<file path="src/rtl/param_negate_serial.sv">
// Bit-serial incrementer: adds inc (0/1) to an N-bit inverted operand, LSB first,
// using a single carry flop. Produces one's or two's complement of the original operand.
module param_negate_serial #(
   parameter int unsigned N = 4
) (
   input  logic         clk,
   input  logic         reset,
   input  logic         start,
   input  logic         inc,
   input  logic [N-1:0] inv_in,
   output logic         busy,
   output logic         done,
   output logic [N-1:0] result,
   output logic         cout,
   output logic         ovf
);
   localparam int unsigned CW = $clog2(N);

   typedef enum logic [1:0] {IDLE, RUN, DONE} state_t;

   state_t        state;
   logic [N-1:0]  sh;
   logic [N-1:0]  sh_next;
   logic          carry;
   logic          s;
   logic [CW-1:0] cnt;
   logic          op_msb;

   // One-bit half adder; the sum bit enters at the top so the word ends LSB-aligned.
   always_comb begin
      s       = sh[0] ^ carry;
      sh_next = {s, sh[N-1:1]};
   end

   always_ff @(posedge clk) begin
      if (reset) begin
         state  <= IDLE;
         sh     <= '0;
         carry  <= 1'b0;
         cnt    <= '0;
         op_msb <= 1'b0;
         busy   <= 1'b0;
         done   <= 1'b0;
         result <= '0;
         cout   <= 1'b0;
         ovf    <= 1'b0;
      end else begin
         done <= 1'b0;
         case (state)
            IDLE: begin
               if (start) begin
                  sh     <= inv_in;
                  carry  <= inc;
                  cnt    <= '0;
                  op_msb <= inv_in[N-1];
                  busy   <= 1'b1;
                  state  <= RUN;
               end
            end
            RUN: begin
               sh    <= sh_next;
               carry <= sh[0] & carry;
               cnt   <= cnt + CW'(1);
               // Final bit: publish the assembled word directly from the next-state value.
               if (cnt == CW'(N - 1)) begin
                  state  <= DONE;
                  done   <= 1'b1;
                  result <= sh_next;
                  cout   <= sh[0] & carry;
                  ovf    <= ~op_msb & s;
               end
            end
            DONE: begin
               busy  <= 1'b0;
               state <= IDLE;
            end
            default: state <= IDLE;
         endcase
      end
   end

endmodule

</file>
<file path="config.mk">
export PLATFORM = sky130hd
export DESIGN_NAME = param_negate_serial
export DESIGN_NICKNAME = d
export VERILOG_FILES = /design/src/rtl/param_negate_serial.sv
export SDC_FILE = /design/constraint.sdc
export NUM_CORES = 1
export LEC_CHECK = 0
export ABC_AREA = 0
export BUFFER_PORTS_ARGS = -buffer_cell sky130_fd_sc_hd__buf_2
export CORE_UTILIZATION = 50
export CTS_CLUSTER_SIZE = 12
export DETAILED_ROUTE_END_ITERATION = 8
export GPL_TIMING_DRIVEN = 0
export HOLD_SLACK_MARGIN = 0.15
export MAX_ROUTING_LAYER = met4
export PLACE_DENSITY = 0.83
export SLEW_MARGIN = 0
export SYNTH_ARGS = -nofsm -noshare
export SYNTH_HDL_FRONTEND = slang
export SYNTH_SLANG_ARGS = --single-unit
</file>
<file path="constraint.sdc">
create_clock -name clk -period 1.9 [get_ports clk]
set_input_delay 0.285 -clock clk [delete_from_list [all_inputs] [get_ports clk]]
set_output_delay 0.285 -clock clk [all_outputs]
set_load 0.03 [all_outputs]
</file>
After elaboration in Yosys (flattened, before gate mapping)
Cells that the tools add are included.
Widths: inputs -> output; s select.
Operators by class
  add/subtract/negate cells: 1
  multipliers: 0
  div/mod/pow operators: 0
  magnitude comparators: 0
  equal/unequal tests: 5
  shifts and indexed selects: 0
  muxes and demuxes: 12
  bitwise gates (word level): 5
  reductions and logical operators: 9
Operators with widths (count)
  $reduce_and 2->1: 5
  $pmux 2 s2: 2
  $pmux 4 s2: 1
  $mux 2: 3
  $eq 2x2->1 const B: 2
  $mux 4: 1
  $ne 2x2->1 const B: 2
  $pmux 1 s2: 2
  $reduce_bool 2->1: 2
  $mux 1: 3
  $add 2x1->2 const B: 1
  $and 1x1->1: 2
  $eq 2x1->1 const B: 1
  $logic_not 2->1: 1
  $not 1->1: 2
  $reduce_or 2->1: 1
  $xor 1x1->1: 1
Storage, ports and cells
  flip-flop bits (word level): 18
  latch bits: 0
  bits in writable memories: 0
  bits in read-only memories: 0
  output and inout bits: 8
  logic and storage cells: 42
  memories: 0

Logic depth before layout (Yosys ltp)
  depth after elaboration: 3
  gate-level depth with buffers: 5
  depth with buffers taken out: 4

Least setup slack after synthesis
OpenSTA, ideal clock, no wires.
  kind: register -> register
  start: register cnt[0]
  end: register ovf
  setup time: 71 ps
  arrival: 1238 ps
  required time: 1829 ps
  slack: 591 ps
  stages on the path, launching flop included: 5
  clock period less this slack: 1309 ps
  cell sequence: dfxtp_1 ha_1 nand3b_4 or3b_1 a21oi_1
On the way
  cells in the longest elaborated chain, start to end: 2
Ends and longest elaborated chain
  start, declared: RTL line 26  | logic [CW-1:0] cnt;
  start signal, assigned: RTL line 63  | cnt <= cnt + CW'(1);
  $eq 2x2->1: RTL line 65  | if (cnt == CW'(N - 1)) begin
  $reduce_and 2->1 (no line)
  end signal, assigned: RTL line 70  | ovf <= ~op_msb & s;
  end, declared: RTL line 15  | output logic ovf
Every way passes these cells.
A chain may end at the register's enable or synchronous reset.

Final worst setup path
Ends and elaborated chain as after synthesis.

==> results.toml <==
[run_status]
outcome = "complete, no violations"

[die]
num_rows = 13
die_area_mm2 = 0.00164
vertical_die_dimension_um = 40.5
ios = 16
fp.dieW_um = 40.5
initial_utilization_pct = 55.4
coreArea_mm2 = 0.00133

[cts]
postCtsHoldBufs = 0
cts-resized-gates = 0
clk_pin_slew_ns = 0.10
ctsRootBufferMaster = "sky130_fd_sc_hd__clkbuf_4"
clock_sink_count = 18
cts_tree = "yes"
cts-buffers-inserted = 3
post-cts-setup-buffer-count = 0
worstSkewPairLatency_ns = 0.28
cts_max_level = 1
clockBufferDepth = 2

[power]
power.density_mw_per_mm2 = 781
power.share.sequential_pct = 60.9
p_comb_share_pct = 12.1
static-leakage-power_nw = 0.394
peak_supply_drop_uv = 495
cell_internal_pwr_uw = 501
netSwitchingPower_uw = 163
power.switching_fraction_pct = 24.6
pwr-share-clk_pct = 27.1

[yosys]
synthDominantAreaCellType = "sky130_fd_sc_hd__dfxtp_1"
syn-mean-instance-area_um2 = 9.60
post_synth_edffs = 0
seq_area_frac_synth_pct = 48.7
postSynthRegisterBits = 18
post_synth_most_frequent_cells = "sky130_fd_sc_hd__dfxtp_1, sky130_fd_sc_hd__nor2_1, sky130_fd_sc_hd__a21oi_1"
synth.lib_cells_used.distinct = 24
top_reg_cell_synth = "sky130_fd_sc_hd__dfxtp_1"
yosys_warnings = 0
netlist_area_um2 = 739
synth_fp_nets = 87
synthDominantCellAreaShare_pct = 48.7
post_synth_main_area_contributors = "sky130_fd_sc_hd__dfxtp_1, sky130_fd_sc_hd__mux2i_1, sky130_fd_sc_hd__a211oi_1"
synthesis.instances = 77
synth_most_common_cell = "sky130_fd_sc_hd__dfxtp_1"
async_flop_share_pct = 0

[drt]
dr.first_iter.drc_count = 12
finalWirelength_mm = 1.33
via_count = 603
drt.antenna.violating_nets = 0
avgRoutedWirePerCell_um = 12.2
dr.pass1.iters = 4
drc_errors = 0
vias_per_cell = 5.53

[cells_and_area]
seq_area_um2 = 360
final_net_count = 106
area.growth.synth_to_final_pct = 15.1
antennaDiodeCount = 0
instances_no_fill = 109
layout.filler_cells = 123
final_layout_size_suffix_gt1_share_pct = 24.5
multi_input_area_um2 = 347

[global_route]
grt_pass1_wl_mm = 2.08
grt_start_max_net_pins = 11
grt_pass1_vias = 511
grt_antenna_before_repair = 0
residual_overflow_from_global_routing = 0
gr-usage-all-layers_pct = 20.5

[placement]
numPortBuffers = 14
place_inst = 106
finalWeightedCongestion = 0.821
hpwl_reported_at_the_end_of_detailed_placement_um = 1000

[timing]
slew_margin_rel_pct = 70.6
hold_viol_final = 0
worst_slew_pin_slew_ns = 0.442
maxSlewViolCount = 0
finalClockSkew_ns = 0.00520
rsz_0062_raised_after_global_routing = "no"
setup-tns-final_ns = 0
setup_viol = 0
final.period_utilization_pct = 78.5
post-route-min-period_ns = 1.49
maximum_frequency_from_static_timing_analysis_ghz = 0.670

[worst_setup_path]
setup.worst_path.start = "cnt[0]$_SDFFE_PP0P_"
regToRegStartpoint = "cnt[0]$_SDFFE_PP0P_"
start_kind = "flop"
path_class = "reg2reg"
arrival_ns = 1.71
worst_ep_required_ns = 2.11
timing.critical_path.fanout_max = 9
type_of_element_capturing_the_critical_path = "flop"

[min_path]
hold_path.class = "in2reg"
worstHoldStart = "inv_in[3]"

[job]
cap_viol_max_count = 0
## flip-flops by register name (all words and copies together) (netlist names)
register	count
result	4
done	1
carry	1
state	2
cnt	2
cout	1
op_msb	1
sh	4
ovf	1
busy	1
## path summary, 6_finish.rpt
check | slack, ns | cells past startpoint | to
max | 0.41 | 4 | ovf$_SDFFE_PP0P_
min | 0.27 | 3 | op_msb$_SDFFE_PP0P_
max reg2reg | 0.41 | 4 | ovf$_SDFFE_PP0P_
min reg2reg | 0.46 | 2 | result[0]$_SDFFE_PP0P_
## worst max-delay path, stage by stage, from the launching register on
cell                       delay [ns]
sky130_fd_sc_hd__dfxtp_1         0.38
sky130_fd_sc_hd__ha_1            0.32
sky130_fd_sc_hd__nand3b_4        0.18
sky130_fd_sc_hd__or3b_1          0.39
sky130_fd_sc_hd__a21oi_1         0.14
## final cells by class
| type | instances | area share [%] |
|---|---|---|
| Sequential cell | 18 | 42.4 |
| Multi-Input combinational cell | 52 | 40.7 |
| Timing Repair Buffer | 14 | 8.24 |
| Buffer | 5 | 2.94 |
| Clock buffer | 3 | 2.65 |
| Tap cell | 15 | 2.21 |
| Inverter | 2 | 0.882 |
## per-layer routing
layer  up-vias  wire, µm  GRT usage [%]
li1        307         -              -
met1       280       632           23.1
met2        14       635           32.9
met3         2        47           6.67
met4         0        19           9.17
met5         -         0              -
## logic make-up (layout without fill, tap and decap cells)
family                   after synthesis  in the layout  share of synthesized area, %
multiplexers                           5              5                          6.77
AO/OA/AOI/OAI                         18             18                          17.4
AND/OR/NAND/NOR                       27             27                          19.3
adder cells (fa/ha/maj)                2              2                          3.38
buffers and inverters                  7             24                          4.40
flip-flops                            18             18                          48.7
## layout by cell type, fill, tap and decap left out
master / Yosys / routed
sky130_fd_sc_hd__a2111oi_2: 2 / 2
sky130_fd_sc_hd__o21ai_0: 1 / 1
sky130_fd_sc_hd__a21oi_1: 7 / 7
sky130_fd_sc_hd__nand3_1: 4 / 4
sky130_fd_sc_hd__nor2_1: 10 / 10
sky130_fd_sc_hd__nand2b_1: 2 / 2
sky130_fd_sc_hd__nand2_1: 5 / 5
sky130_fd_sc_hd__clkbuf_4: 0 / 3
sky130_fd_sc_hd__buf_2: 2 / 16
sky130_fd_sc_hd__nand3b_4: 1 / 1
sky130_fd_sc_hd__mux2i_1: 5 / 5
sky130_fd_sc_hd__nand3b_1: 1 / 1
sky130_fd_sc_hd__inv_1: 2 / 2
sky130_fd_sc_hd__dfxtp_1: 18 / 18
sky130_fd_sc_hd__o22ai_1: 1 / 1
sky130_fd_sc_hd__or3b_1: 1 / 1
sky130_fd_sc_hd__a211oi_1: 5 / 5
sky130_fd_sc_hd__nor2b_1: 2 / 2
sky130_fd_sc_hd__nor3_1: 1 / 1
sky130_fd_sc_hd__ha_1: 2 / 2
sky130_fd_sc_hd__clkbuf_1: 1 / 1
sky130_fd_sc_hd__a22oi_1: 1 / 1
sky130_fd_sc_hd__buf_4: 1 / 1
sky130_fd_sc_hd__o21bai_1: 1 / 1
sky130_fd_sc_hd__buf_1: 1 / 1
## power by group through the flow
stage | registers [mW] | logic (mW) | clock network [mW]
final | 0.404 | 0.0801 | 0.180
after global placement | 0.412 | 0.0776 | 0
after CTS | 0.404 | 0.0807 | 0.190
after floorplan | 0.414 | 0.0561 | 0
after detailed placement | 0.413 | 0.0805 | 0
after global routing | 0.406 | 0.0896 | 0.205
## stage by stage
stage | hold WS, ns | instance area [µm²] | setup slack, ns | utilization, % | total power, mW
after floorplan | 0.447 | 739 | 0.591 | - | 0.470
after global placement | 0.435 | 828 | 0.509 | 62.1 | 0.490
after detailed placement | 0.445 | 828 | 0.457 | 62.1 | 0.493
after CTS | 0.262 | 851 | 0.432 | 63.8 | 0.675
after global routing | 0.285 | 851 | 0.354 | 63.8 | 0.701
final | 0.269 | 851 | 0.408 | 63.8 | 0.664
Power figures use the tool's default switching activity.
